<file path="src/rtl/fht_stream_ctrl.sv">
// Stream-side driver for the 4-bank FHT core: scatters a serial frame into the banks, starts the core, re-serialises the result.
// Define FHT_STREAM_BITREV_EN for bit-reversed output order, one bank read per sample.
module fht_stream_ctrl #(
  parameter int D_BIT = 16,
  parameter int A_BIT = 8
) (
  input  logic                    iCLK,
  input  logic                    iRESET,
  input  logic                    iS_VALID,
  input  logic signed [D_BIT-1:0] iS_DATA,
  output logic                    oS_READY,
  output logic                    oM_VALID,
  output logic signed [D_BIT-1:0] oM_DATA,
  output logic                    oM_LAST,
  input  logic                    iM_READY,
  output logic [3:0]              oWE,
  output logic signed [D_BIT-1:0] oDATA_0,
  output logic signed [D_BIT-1:0] oDATA_1,
  output logic signed [D_BIT-1:0] oDATA_2,
  output logic signed [D_BIT-1:0] oDATA_3,
  output logic [A_BIT-1:0]        oADDR_WR_0,
  output logic [A_BIT-1:0]        oADDR_WR_1,
  output logic [A_BIT-1:0]        oADDR_WR_2,
  output logic [A_BIT-1:0]        oADDR_WR_3,
  output logic [A_BIT-1:0]        oADDR_RD_0,
  output logic [A_BIT-1:0]        oADDR_RD_1,
  output logic [A_BIT-1:0]        oADDR_RD_2,
  output logic [A_BIT-1:0]        oADDR_RD_3,
  input  logic signed [D_BIT-1:0] iDATA_0,
  input  logic signed [D_BIT-1:0] iDATA_1,
  input  logic signed [D_BIT-1:0] iDATA_2,
  input  logic signed [D_BIT-1:0] iDATA_3,
  output logic                    oSTART,
  input  logic                    iRDY,
  output logic                    oBUSY
);

  localparam int IW = A_BIT + 2;
  localparam logic [IW-1:0] IDX_LAST = '1;

  typedef enum logic [2:0] {
    S_LOAD,
    S_START,
    S_WAIT,
    S_READ,
    S_CAP,
    S_SEND
  } state_t;

  state_t            state, state_n;
  logic [IW-1:0]     load_cnt, load_cnt_n;
  logic [IW-1:0]     idx, idx_n;
  logic [IW-1:0]     rd_pt;
  logic              rdy_q;
  logic              accept;
  logic [3:0]        we;
  logic [D_BIT-1:0]  wr_data;
  logic [A_BIT-1:0]  wr_addr;
  logic [A_BIT-1:0]  rd_addr;

  function automatic logic [IW-1:0] bitrev(input logic [IW-1:0] v);
    logic [IW-1:0] r;
    r = '0;
    for (int unsigned i = 0; i < IW; i++) r[i] = v[IW-1-i];
    return r;
  endfunction

  assign accept = (state == S_LOAD) && iS_VALID;

  // A single output index serves both orders: natural mode splits it into row (idx>>2) and slot (idx[1:0]).
  always_comb begin
    state_n    = state;
    load_cnt_n = load_cnt;
    idx_n      = idx;
    case (state)
      S_LOAD: begin
        if (accept) begin
          load_cnt_n = load_cnt + 1'b1;
          if (load_cnt == IDX_LAST) state_n = S_START;
        end
      end
      S_START: state_n = S_WAIT;
      S_WAIT:  if (iRDY && !rdy_q) state_n = S_READ;
      S_READ:  state_n = S_CAP;
      S_CAP:   state_n = S_SEND;
      S_SEND: begin
        if (iM_READY) begin
          idx_n = idx + 1'b1;
`ifdef FHT_STREAM_BITREV_EN
          state_n = (idx == IDX_LAST) ? S_LOAD : S_READ;
`else
          if (idx[1:0] == 2'b11) state_n = (idx == IDX_LAST) ? S_LOAD : S_READ;
`endif
        end
      end
      default: state_n = S_LOAD;
    endcase
  end

`ifdef FHT_STREAM_BITREV_EN
  assign rd_pt = bitrev(idx_n);
`else
  assign rd_pt = idx_n;
`endif

  always_ff @(posedge iCLK or negedge iRESET) begin
    if (!iRESET) begin
      state    <= S_LOAD;
      load_cnt <= '0;
      idx      <= '0;
      rdy_q    <= 1'b0;
      we       <= '0;
      wr_data  <= '0;
      wr_addr  <= '0;
      rd_addr  <= '0;
    end else begin
      state    <= state_n;
      load_cnt <= load_cnt_n;
      idx      <= idx_n;
      rdy_q    <= iRDY;
      we       <= accept ? (4'b0001 << load_cnt[1:0]) : 4'b0000;
      if (accept) begin
        wr_data <= iS_DATA;
        wr_addr <= load_cnt[IW-1:2];
      end
      // Address is loaded on entry so the bank sees it during READ and data lands in CAP.
      if (state_n == S_READ) rd_addr <= rd_pt[IW-1:2];
    end
  end

`ifdef FHT_STREAM_BITREV_EN
  logic [D_BIT-1:0] obuf;
  logic [IW-1:0]    cap_pt;

  assign cap_pt = bitrev(idx);

  always_ff @(posedge iCLK or negedge iRESET) begin
    if (!iRESET) begin
      obuf <= '0;
    end else if (state == S_CAP) begin
      case (cap_pt[1:0])
        2'd0:    obuf <= iDATA_0;
        2'd1:    obuf <= iDATA_1;
        2'd2:    obuf <= iDATA_2;
        default: obuf <= iDATA_3;
      endcase
    end
  end

  assign oM_DATA = obuf;
`else
  logic [3:0][D_BIT-1:0] obuf;

  always_ff @(posedge iCLK or negedge iRESET) begin
    if (!iRESET) begin
      obuf <= '0;
    end else if (state == S_CAP) begin
      obuf <= {iDATA_3, iDATA_2, iDATA_1, iDATA_0};
    end
  end

  assign oM_DATA = obuf[idx[1:0]];
`endif

  assign oS_READY   = (state == S_LOAD);
  assign oSTART     = (state == S_START);
  assign oM_VALID   = (state == S_SEND);
  assign oM_LAST    = (state == S_SEND) && (idx == IDX_LAST);
  assign oBUSY      = !((state == S_LOAD) && (load_cnt == '0));

  assign oWE        = we;
  assign oDATA_0    = wr_data;
  assign oDATA_1    = wr_data;
  assign oDATA_2    = wr_data;
  assign oDATA_3    = wr_data;
  assign oADDR_WR_0 = wr_addr;
  assign oADDR_WR_1 = wr_addr;
  assign oADDR_WR_2 = wr_addr;
  assign oADDR_WR_3 = wr_addr;
  assign oADDR_RD_0 = rd_addr;
  assign oADDR_RD_1 = rd_addr;
  assign oADDR_RD_2 = rd_addr;
  assign oADDR_RD_3 = rd_addr;

endmodule

</file>
<file path="config.mk">
export PLATFORM = sky130hd
export DESIGN_NAME = fht_stream_ctrl
export DESIGN_NICKNAME = d
export VERILOG_FILES = /design/src/rtl/fht_stream_ctrl.sv
export SDC_FILE = /design/constraint.sdc
export NUM_CORES = 1
export LEC_CHECK = 0
export BUFFER_PORTS_ARGS = -buffer_cell sky130_fd_sc_hd__buf_4
export CAP_MARGIN = 20
export CORE_MARGIN = 2
export CORE_UTILIZATION = 45
export DETAILED_ROUTE_END_ITERATION = 6
export PLACE_DENSITY = 0.75
export SETUP_SLACK_MARGIN = 0.3
export SLEW_MARGIN = 20
export SYNTH_ARGS = -nofsm -noshare
export SYNTH_HDL_FRONTEND = slang
export SYNTH_SLANG_ARGS = --single-unit
</file>
<file path="constraint.sdc">
create_clock -name iCLK -period 4.7 [get_ports iCLK]
set_clock_uncertainty 0.05 [all_clocks]
set_input_delay 0.47 -clock iCLK [delete_from_list [all_inputs] [get_ports iCLK]]
set_output_delay 0.47 -clock iCLK [all_outputs]
set_load 0.1 [all_outputs]
</file>
Word-level counts from Yosys, hierarchy flattened --
Index checks and enable logic that the tools add are counted.
Word-level totals: output and inout bits 153, logic and storage cells 48, input port bits 85, bits in registers 124
Operators by class: shift operators 1, magnitude comparators 1, reductions and logical operators 10, multiplexer cells 12, add/sub/neg operators 2, equality and inequality tests 9
Operator list (count):
- binary-select mux 16 bit (select 2 bit) | 1
- adder 10 x 1 -> 10 bit (second input constant) | 2
- equality test 10 bit (second input constant) | 2
- 2-to-1 mux 10 bit | 2
- case mux 3 bit (6 select lines) | 1
- 2-to-1 mux 16 bit | 1
- 2-to-1 mux 3 bit | 5
- zero test 10 bit | 1
- equality test 3 x 2 -> 1 bit (second input constant) | 3
- equality test 3 bit (second input constant) | 2
- logical AND 1 bit | 4
- 2-to-1 mux 4 bit | 1
- AND reduction 2 bit | 2
- left shift 1 x 2 -> 4 bit (first input constant) | 1
- equality test 3 x 1 -> 1 bit (second input constant) | 1
- zero test 3 bit | 1
- < comparator 2 x 3 -> 1 bit (second input constant) | 1
- equality test 2 bit (second input constant) | 1
- zero test 1 bit | 2
- 2-to-1 mux 2 bit | 1

Longest topological paths before layout --
Gate-level depths: netlist of the first run.
word-level depth 6, depth in mapped cells 7, mapped depth without buffers 6

Worst setup path before layout of the first run --
No wires, ideal clock.
kind reg2out, start register state[2], end output port oBUSY, required time 4180 ps, buffers on the path 1, arrival time 4355 ps, stages on the path, launching flop included 4, path slack -175 ps, cells stage by stage dfrtp_1 buf_4 nor3_1 nand4_1
Between the ends: word-level cells in the longest chain between the ends 3
Ends and longest elaborated chain:
- start: declaration | line 50 | state_t state, state_n;
- start signal: assignment | line 117 | state <= state_n;
- zero test 3 bit
- net oS_READY | line 11 | output logic oS_READY,
- logical AND 1 bit | line 169 | assign oBUSY = !((state == S_LOAD) && (load_cnt == '0));
- zero test 1 bit | line 169
- end: declaration | line 35 | output logic oBUSY
The timed path passes the listed nets, and every way through them passes these cells.

Final worst setup path of the first run --
start register idx[1], end output port oM_LAST
Between the ends: word-level cells in the longest chain between the ends 2
Ends and longest elaborated chain:
- start: declaration | line 52 | logic [IW-1:0] idx, idx_n;
- start signal: assignment | line 119 | idx <= idx_n;
- equality test 10 bit | line 168 | assign oM_LAST = (state == S_SEND) && (idx == IDX_LAST);
- logical AND 1 bit | line 168
- end: declaration | line 14 | output logic oM_LAST,
No other way between the ends.

==> results of run 1 <==
-- final cells by class --
| type | instances | area share (%) |
|---|---|---|
| repair buffers | 244 | 23.3 |
| well taps | 176 | 2.80 |
| inverters | 5 | 0.238 |
| clock inverters | 6 | 1.33 |
| flip-flops and latches | 124 | 39.4 |
| clock buffers | 25 | 6.67 |
| multi-input cells | 193 | 26.3 |
-- stage by stage --
step	util, %	instances	hold slack (ns)	cell area [um2]	setup WS, ns
final	60.0	773	0.133	7880	1.95
after global routing	60.0	773	0.115	7880	1.80
after CTS	60.0	773	0.106	7880	1.90
after detailed placement	55.1	741	0.323	7240	2.05
after global placement	55.1	741	0.323	7240	2.12
after floorplan	-	435	0.124	6000	1.06
-- cells by family (layout without fill, tap and decap cells) --
kind of cell / Yosys count / after routing
DFF: 124 / 124
buffers and inverters: 118 / 280
muxes: 113 / 113
and+or+nand+nor: 50 / 50
xor gates and xnor gates: 19 / 19
AOI/OAI and AO/OA: 6 / 6
adders and majority gates: 5 / 5
-- synth_stat cells, drive strengths merged (2+ instances only) --
| cell | count | area [um2] |
|---|---|---|
| nand3 | 3 | 15.0 |
| dfrtp | 124 | 3100 |
| mux4 | 16 | 360 |
| and3 | 5 | 31.3 |
| nor3b | 2 | 15.0 |
| and4 | 3 | 26.3 |
| nor3 | 2 | 10.0 |
| nand2 | 9 | 33.8 |
| and2 | 6 | 37.5 |
| nor4b | 2 | 32.5 |
| xor2 | 7 | 61.3 |
| buf | 108 | 795 |
| clkbuf | 5 | 18.8 |
| xnor2 | 12 | 105 |
| inv | 5 | 18.8 |
| nor2 | 8 | 30.0 |
| ha | 5 | 62.6 |
| mux2 | 97 | 1120 |
| nand4 | 6 | 37.5 |
-- layout by cell type (no fill, tap or decap), types with 2 or more instances in the layout --
cell type,count
and2_1,6
and3_1,5
and4_1,3
buf_4,243
bufinv_16,3
clkbuf_16,17
clkbuf_8,7
clkinv_2,3
dfrtp_1,124
ha_1,5
inv_1,5
mux2_2,89
mux2_4,8
mux4_2,16
nand2_1,9
nand3_1,3
nand4_1,6
nor2_1,7
nor3b_1,2
xnor2_1,12
xor2_1,7
-- worst max-delay path by stage --
| stage | to | slack (ns) | cells after the start |
|---|---|---|---|
| finish | oM_LAST | 1.95 | 4 |
| floorplan | oBUSY | 1.06 | 3 |
| global route | oM_LAST | 1.80 | 4 |
| detailed placement | oADDR_RD_0[0] | 2.05 | 5 |
| CTS | oM_LAST | 1.90 | 4 |
| global placement | oADDR_RD_0[0] | 2.12 | 5 |
-- sequential cells by signal, summed over array words and instances, names as in the netlist, 3 cells and up --
register / cells
state: 3
oWE: 4
oDATA_0: 16
load_cnt: 10
obuf: 64
oADDR_WR_0: 8
oADDR_RD_0: 8
idx: 10
-- routing by layer --
layer / vias up / GRT usage (%) / share of wire, %
met4: 0 / 7.57 / 2.1
li1: 1724 / - / -
met3: 21 / 5.94 / 8.2
met2: 158 / 29.7 / 52
met5: - / 0 / 0
met1: 1831 / 20.2 / 37
==> flow_summary.ini, run 1 <==
[synthesis]
netlist_area_um2 = 5990
synth.distinct_cells = 33
synth_flop_cell = dfrtp_1
yosysWarnings = 0
synth_compound_area_share_pct = 0.752
synth-async-reset-ratio_pct = 100
synth-adder-area-share_pct = 1.04
synth_enable_flop_cells = 0
synth_seq_cells = 124
ys_seq_area_share_pct = 51.8
yosys.area_share.simple_pct = 5.01
synth_area_per_cell_um2 = 13.8
synth_nets = 525
synthXorXnorAreaFrac_pct = 2.78
synth_cells = 435
synth_top_family_by_area = multiplexers
muxShareOfSynthArea_pct = 24.7

[route]
drc_errors = 0
ant_nets = 0
wl_per_cell_um = 15.8
first_iter_violations = 144
firstDrtPassIters = 4
wl_mm = 12.2
vias = 3734
vias_per_cell = 4.83

[worst_setup_path]
worst-r2r-setup-slack_ns = 2.07
slowest_delay_ns = 0.90
crit_fanout = 19
crit_slowest_cell = dfrtp_1
worstSetupStartpointType = flop
crit_arrival_ns = 2.23
path_cells = ha_1 -> nand3_1 -> nor2_1 -> buf_4
crit_required_ns = 4.18
critPathBufInv = 1
worstSetupEndpointType = primary output
worst_r2r_path_depth = 5
r2r_end = oADDR_RD_0[1]
worstSetupPathType = flop to primary output
r2r_start = idx[1]
crit_start = idx[1]
crit_family = flip-flops

[clocking]
post_cts_buffers = 0
cts_buffers = 17
ctsHoldBuffers = 1
cts-resized-gates = 0
cts_sinks = 124
htreeDepth = 4
cts_tree = done
cts.path.max_buffers = 2
clockRootBuffer = clkbuf_16
insertion_delay_ns = 0.41
clk_pin_slew_ns = 0.05

[grt]
grt.overflow.total = 0
grt_pass1_vias = 3774
grt_pass1_wl_mm = 19.2
antenna_found_initial = 0
grt_start_max_net_pins = 57
grt_usage_pct = 17.5

[final_layout]
seqCellArea_um2 = 3100
layout-drive-gt1-share_pct = 65.5
antennaDiodeCount = 0
final_net_count = 675
area_growth_pct = 31.4
nFillCells = 1066
multiInputGateArea_um2 = 2070

[timing]
slew_viol_final = 0
fin_setup_tns_ns = 0
report.final.hold_viol_count = 0
tightest_slew_ns = 0.857
fin_crit_ns = 2.75
maxSlewHeadroom_pct = 42.9
fmax_mhz = 364
setup-violations-final = 0
timing.final.crit_share_pct = 58.5
rsz0062_at_grt = no

[floorplan]
die_y_um = 119
dieArea_um2 = 14300
fp.dieW_um = 119
ioPinCount = 238
row_count = 42
start_util_pct = 45.6
core_area_um2 = 13100

[placement]
hpwl_mm = 9.03
gp_routability_congestion = 0.777
portBuffers = 237

[outcome]
status = complete, no violations

[min_path]
holdPathStages = 1
worstHoldPathType = input port to flop
holdPathEnd = rdy_q
min_from = iRDY

[flow_run]
cap_violations = 0
Power of run 1 is left out: the tool's default activity adds up to more than one toggle a clock period on the data nets, which glitch-free logic cannot reach.
==> inputs of run 2 (changes only) <==
--- a/config.mk
+++ b/config.mk
@@ -8,9 +8,9 @@
 export BUFFER_PORTS_ARGS = -buffer_cell sky130_fd_sc_hd__buf_4
 export CAP_MARGIN = 20
 export CORE_MARGIN = 2
-export CORE_UTILIZATION = 45
+export CORE_UTILIZATION = 44
 export DETAILED_ROUTE_END_ITERATION = 6
-export PLACE_DENSITY = 0.75
+export PLACE_DENSITY = 0.76
 export SETUP_SLACK_MARGIN = 0.3
 export SLEW_MARGIN = 20
 export SYNTH_ARGS = -nofsm -noshare
==> constraint.sdc (replaced) <==
create_clock -name iCLK -period 2.49 [get_ports iCLK]
set_clock_uncertainty 0.05 [all_clocks]
set_input_delay 0.249 -clock iCLK [delete_from_list [all_inputs] [get_ports iCLK]]
set_output_delay 0.249 -clock iCLK [all_outputs]
set_load 0.1 [all_outputs]
==> flow_summary.ini, run 2 (synthesis results as in run 1) <==
[route]
vias_per_cell = 4.85
vias = 3960
ant_nets = 0
firstDrtPassIters = 4
wl_mm = 13.1
drc_errors = 0
first_iter_violations = 129
wl_per_cell_um = 16.0

[timing]
rsz0062_at_grt = no
timing.final.crit_share_pct = 84.8
tightest_slew_ns = 0.464
fin_setup_tns_ns = 0
report.final.hold_viol_count = 0
slew_viol_final = 0
maxSlewHeadroom_pct = 69.1
fin_crit_ns = 2.11
setup-violations-final = 0
fmax_mhz = 474

[final_layout]
largest_reg_flops = 64
final_cells = 817
final_common_cell = buf_4
fin_util_pct = 62.4
top_register = obuf
nFillCells = 1010
final_cell_mix = buf_4 (242), dfrtp_1 (120), mux2_2 (89), dlygate4sd3_1 (42), clkbuf_16 (18)
layout-drive-gt1-share_pct = 62.2
area_growth_pct = 38.5
finalInstanceArea_um2 = 8300
antennaDiodeCount = 0
final_net_count = 719

[worst_setup_path]
crit_required_ns = 2.19
worstSetupEndpoint = oM_DATA[1]
crit_arrival_ns = 1.81
r2r_end = oADDR_RD_0[7]
worstSetupEndpointType = primary output
worst-r2r-setup-slack_ns = 0.40
crit_fanout = 4
worstSetupStartpointType = flop
r2r_start = state[2]
worstSetupPathType = flop to primary output
crit_start = idx[0]
worst_r2r_path_depth = 6

[clocking]
clockRootBuffer = clkbuf_16
htreeDepth = 4
cts_tree = done
post_cts_buffers = 0
cts_sinks = 124
clk_pin_slew_ns = 0.05
cts_buffers = 17
insertion_delay_ns = 0.41
cts.path.max_buffers = 2

[grt]
grt.overflow.total = 0
antenna_found_initial = 0
grt_pass1_vias = 4085
grt_start_max_net_pins = 65
grt_usage_pct = 18.2
grt_pass1_wl_mm = 20.4

[placement]
portBuffers = 237
placed_area_um2 = 7290
gp_routability_congestion = 0.833
place_inst = 743
hpwl_mm = 9.05

[floorplan]
start_util_pct = 45.1
row_count = 42
core_area_um2 = 13300
die_y_um = 121
dieArea_um2 = 14600
fp.dieW_um = 121
ioPinCount = 238

[flow_run]
cap_violations = 0

[min_path]
worstHoldPathType = input port to flop

[outcome]
status = complete, no violations
-- run 2: cell count changes in the layout (fill, tap and decap cells not counted), moves of 2 or more --
cell | before | now
dlygate4sd3_1 | 1 | 42
clkinv_2 | 3 | 6
dfrtp_2 | 0 | 4
clkinvlp_4 | 0 | 2
bufinv_16 | 3 | 1
clkbuf_8 | 7 | 3
buf_12 | 0 | 3
dfrtp_1 | 124 | 120
clkbuf_1 | 1 | 3
-- run 2: area by class of cell --
class | count | area (um2) | area share [%]
tap | 176 | 220 | 2.65
sequential | 124 | 3110 | 37.4
inverter | 5 | 22.5 | 0.271
multi-input combinational | 193 | 2080 | 25.1
clock buffer | 23 | 478 | 5.76
clock inverter | 8 | 67.6 | 0.814
timing repair buffer | 288 | 2320 | 28.0
-- run 2: worst max-delay path: stages (launching register included) --
cell     delay, ns
dfrtp_2       0.45
buf_4         0.19
mux4_2        0.51
buf_4         0.25
-- run 2: what timing repair did --
action,in CTS,in global routing
resized for setup,2,5
hold buffers,42,0
endpoints found under the hold margin,75,0
endpoints found under the setup margin,13,22
gates cloned,0,1
-- run 2: how the worst min path moves through the flow --
| stage | startpoint | endpoint | slack (ns) | cells after the start |
|---|---|---|---|---|
| 6_report | iDATA_2[1] | obuf[33] | 0.02 | 2 |
| 5_1_grt | iS_DATA[7] | oDATA_0[7] | 0.002 | 2 |
| 4_1_cts | iDATA_3[0] | obuf[48] | 0.0002 | 2 |
| 3_5_place_dp | iRESET | oDATA_0[2] | 0.18 | 1 |
| 3_3_place_gp | iRESET | oDATA_0[0] | 0.19 | 1 |
| 2_1_floorplan | iRESET | idx[0] | -0.1 | 0 |
-- run 2: stage by stage --
stage	setup WS, ns	hold WS, ns
floorplan	-0.320	-0.0966
global placement	0.362	0.187
detailed placement	0.317	0.185
CTS	0.307	0.000186
global route	0.297	0.00214
finish	0.379	0.0237
-- run 2: per-layer routing --
metal / wire length [um] / part of all wire, % / vias to the layer above / GRT usage (%)
li1: - / - / 1801 / -
met1: 4940 / 38 / 1943 / 20.0
met2: 6790 / 52 / 191 / 31.5
met5: 0 / 0 / - / 0
met4: 239 / 1.8 / 0 / 7.63
met3: 1130 / 8.6 / 25 / 7.12
Power of run 2 is left out for the same reason.
==> inputs of run 3 (changes only) <==
--- a/config.mk
+++ b/config.mk
@@ -8,9 +8,9 @@
 export BUFFER_PORTS_ARGS = -buffer_cell sky130_fd_sc_hd__buf_4
 export CAP_MARGIN = 20
 export CORE_MARGIN = 2
-export CORE_UTILIZATION = 44
+export CORE_UTILIZATION = 45
 export DETAILED_ROUTE_END_ITERATION = 6
-export PLACE_DENSITY = 0.76
+export PLACE_DENSITY = 0.75
 export SETUP_SLACK_MARGIN = 0.3
 export SLEW_MARGIN = 20
 export SYNTH_ARGS = -nofsm -noshare
==> constraint.sdc (replaced) <==
create_clock -name iCLK -period 2 [get_ports iCLK]
set_clock_uncertainty 0.05 [all_clocks]
set_input_delay 0.2 -clock iCLK [delete_from_list [all_inputs] [get_ports iCLK]]
set_output_delay 0.2 -clock iCLK [all_outputs]
set_load 0.1 [all_outputs]
==> flow_summary.ini, run 3 (synthesis results as in run 1) <==
[route]
firstDrtPassIters = 4
vias_per_cell = 4.87
ant_nets = 0
wl_mm = 17.6
wl_per_cell_um = 19.1
vias = 4472
drc_errors = 0
first_iter_violations = 135

[placement]
portBuffers = 237
gp_routability_congestion = 0.806
hpwl_mm = 9.14
placed_area_um2 = 7490

[grt]
antenna_found_initial = 0
grt_pass1_vias = 4942
grt_pass1_wl_mm = 26.6
grt_usage_pct = 24.5
grt.overflow.total = 0
grt_start_max_net_pins = 42

[worst_setup_path]
crit_fanout = 3
crit_required_ns = 2.31
worstSetupEndpointType = flop
crit_arrival_ns = 2.36
worstSetupStartpointType = flop
worstSetupPathType = flop to flop

[timing]
fin_setup_tns_ns = -0.339
rsz0062_at_grt = yes
timing.final.crit_share_pct = 102
slew_viol_final = 0
report.final.hold_viol_count = 0
fin_ws_ns = -0.0496
tightest_slew_ns = 0.561
maxSlewHeadroom_pct = 62.6
fmax_mhz = 488
fin_crit_ns = 2.05
setup-violations-final = 17

[final_layout]
final_common_cell = buf_4
antennaDiodeCount = 0
fin_util_pct = 77.7
final_cell_mix = buf_4 (239), dfrtp_1 (120), dlygate4sd3_1 (82), mux2_4 (81), buf_6 (35)
largest_reg_flops = 64
top_register = obuf
final_net_count = 819
finalInstanceArea_um2 = 10200
nFillCells = 758
area_growth_pct = 70.3
layout-drive-gt1-share_pct = 65.0

[clocking]
cts_sinks = 124
cts_tree = done
clk_pin_slew_ns = 0.05
cts_buffers = 17
clockRootBuffer = clkbuf_16
insertion_delay_ns = 0.41
cts.path.max_buffers = 2
htreeDepth = 4

[floorplan]
start_util_pct = 45.6
row_count = 42
die_y_um = 119
ioPinCount = 238
dieArea_um2 = 14300
fp.dieW_um = 119
core_area_um2 = 13100

[outcome]
violations = negative setup slack
status = finished with violations

[flow_run]
cap_violations = 0

[min_path]
worstHoldPathType = input port to flop
## run 3: changes by cell type in the layout (fill, tap and decap cells not counted), moves of 10 or more
cell | previous run | this run
buf_6 | 0 | 35
mux2_4 | 8 | 81
mux2_2 | 89 | 16
buf_12 | 3 | 18
buf_16 | 0 | 10
dlygate4sd3_1 | 42 | 82
## run 3: critical path: stages (launching register included)
cell,delay [ns]
dfrtp_2,0.45
buf_4,0.15
ha_4,0.14
and3_4,0.17
buf_4,0.11
nand4_1,0.23
nor2_1,0.21
xor2_1,0.28
mux2_4,0.20
## run 3: cell type report
cell class | instances | area [um2] | share of cell area [%]
timing repair buffer | 388 | 3720 | 36.5
sequential | 124 | 3110 | 30.5
multi-input combinational | 193 | 2500 | 24.5
clock buffer | 25 | 485 | 4.76
tap | 176 | 220 | 2.16
clock inverter | 7 | 135 | 1.32
inverter | 5 | 30.0 | 0.294
## run 3: final timing paths
kind	startpoint	endpoint	slack, ns	cells past startpoint
min in group asynchronous	iRESET	oADDR_WR_0[1]	0.28	2
min reg2reg	idx[9]	idx[9]	0.44	1
min	iM_READY	idx[7]	0.14	3
max in group asynchronous	iRESET	obuf[58]	1.00	3
max reg2reg	idx[0]	oADDR_RD_0[6]	-0.05	8
max	idx[0]	oADDR_RD_0[6]	-0.05	8
## run 3: repair_timing
item	CTS	global route
pin swaps	16	16
endpoints found under the hold margin	119	0
gates cloned	10	2
endpoints found under the setup margin	122	128
gates resized for setup	141	38
setup buffers	24	5
hold buffers	82	0
## run 3: metal layers
metal | routed length (um) | vias up | track usage, %
met5 | 0 | - | 0
met2 | 9480 | 182 | 43.9
li1 | - | 2014 | -
met3 | 1040 | 31 | 5.89
met4 | 361 | 0 | 9.71
met1 | 6680 | 2245 | 28.0
## run 3: per-stage QoR
step	worst slack, ns	std cells	hold slack, ns
2_1_floorplan	-0.741	435	-0.146
3_3_place_gp	0.0182	763	0.165
3_5_place_dp	-0.0330	763	0.181
4_1_cts	-0.0580	911	0.102
5_1_grt	-0.144	918	0.151
6_report	-0.0496	918	0.145
Power of run 3 is left out for the same reason.
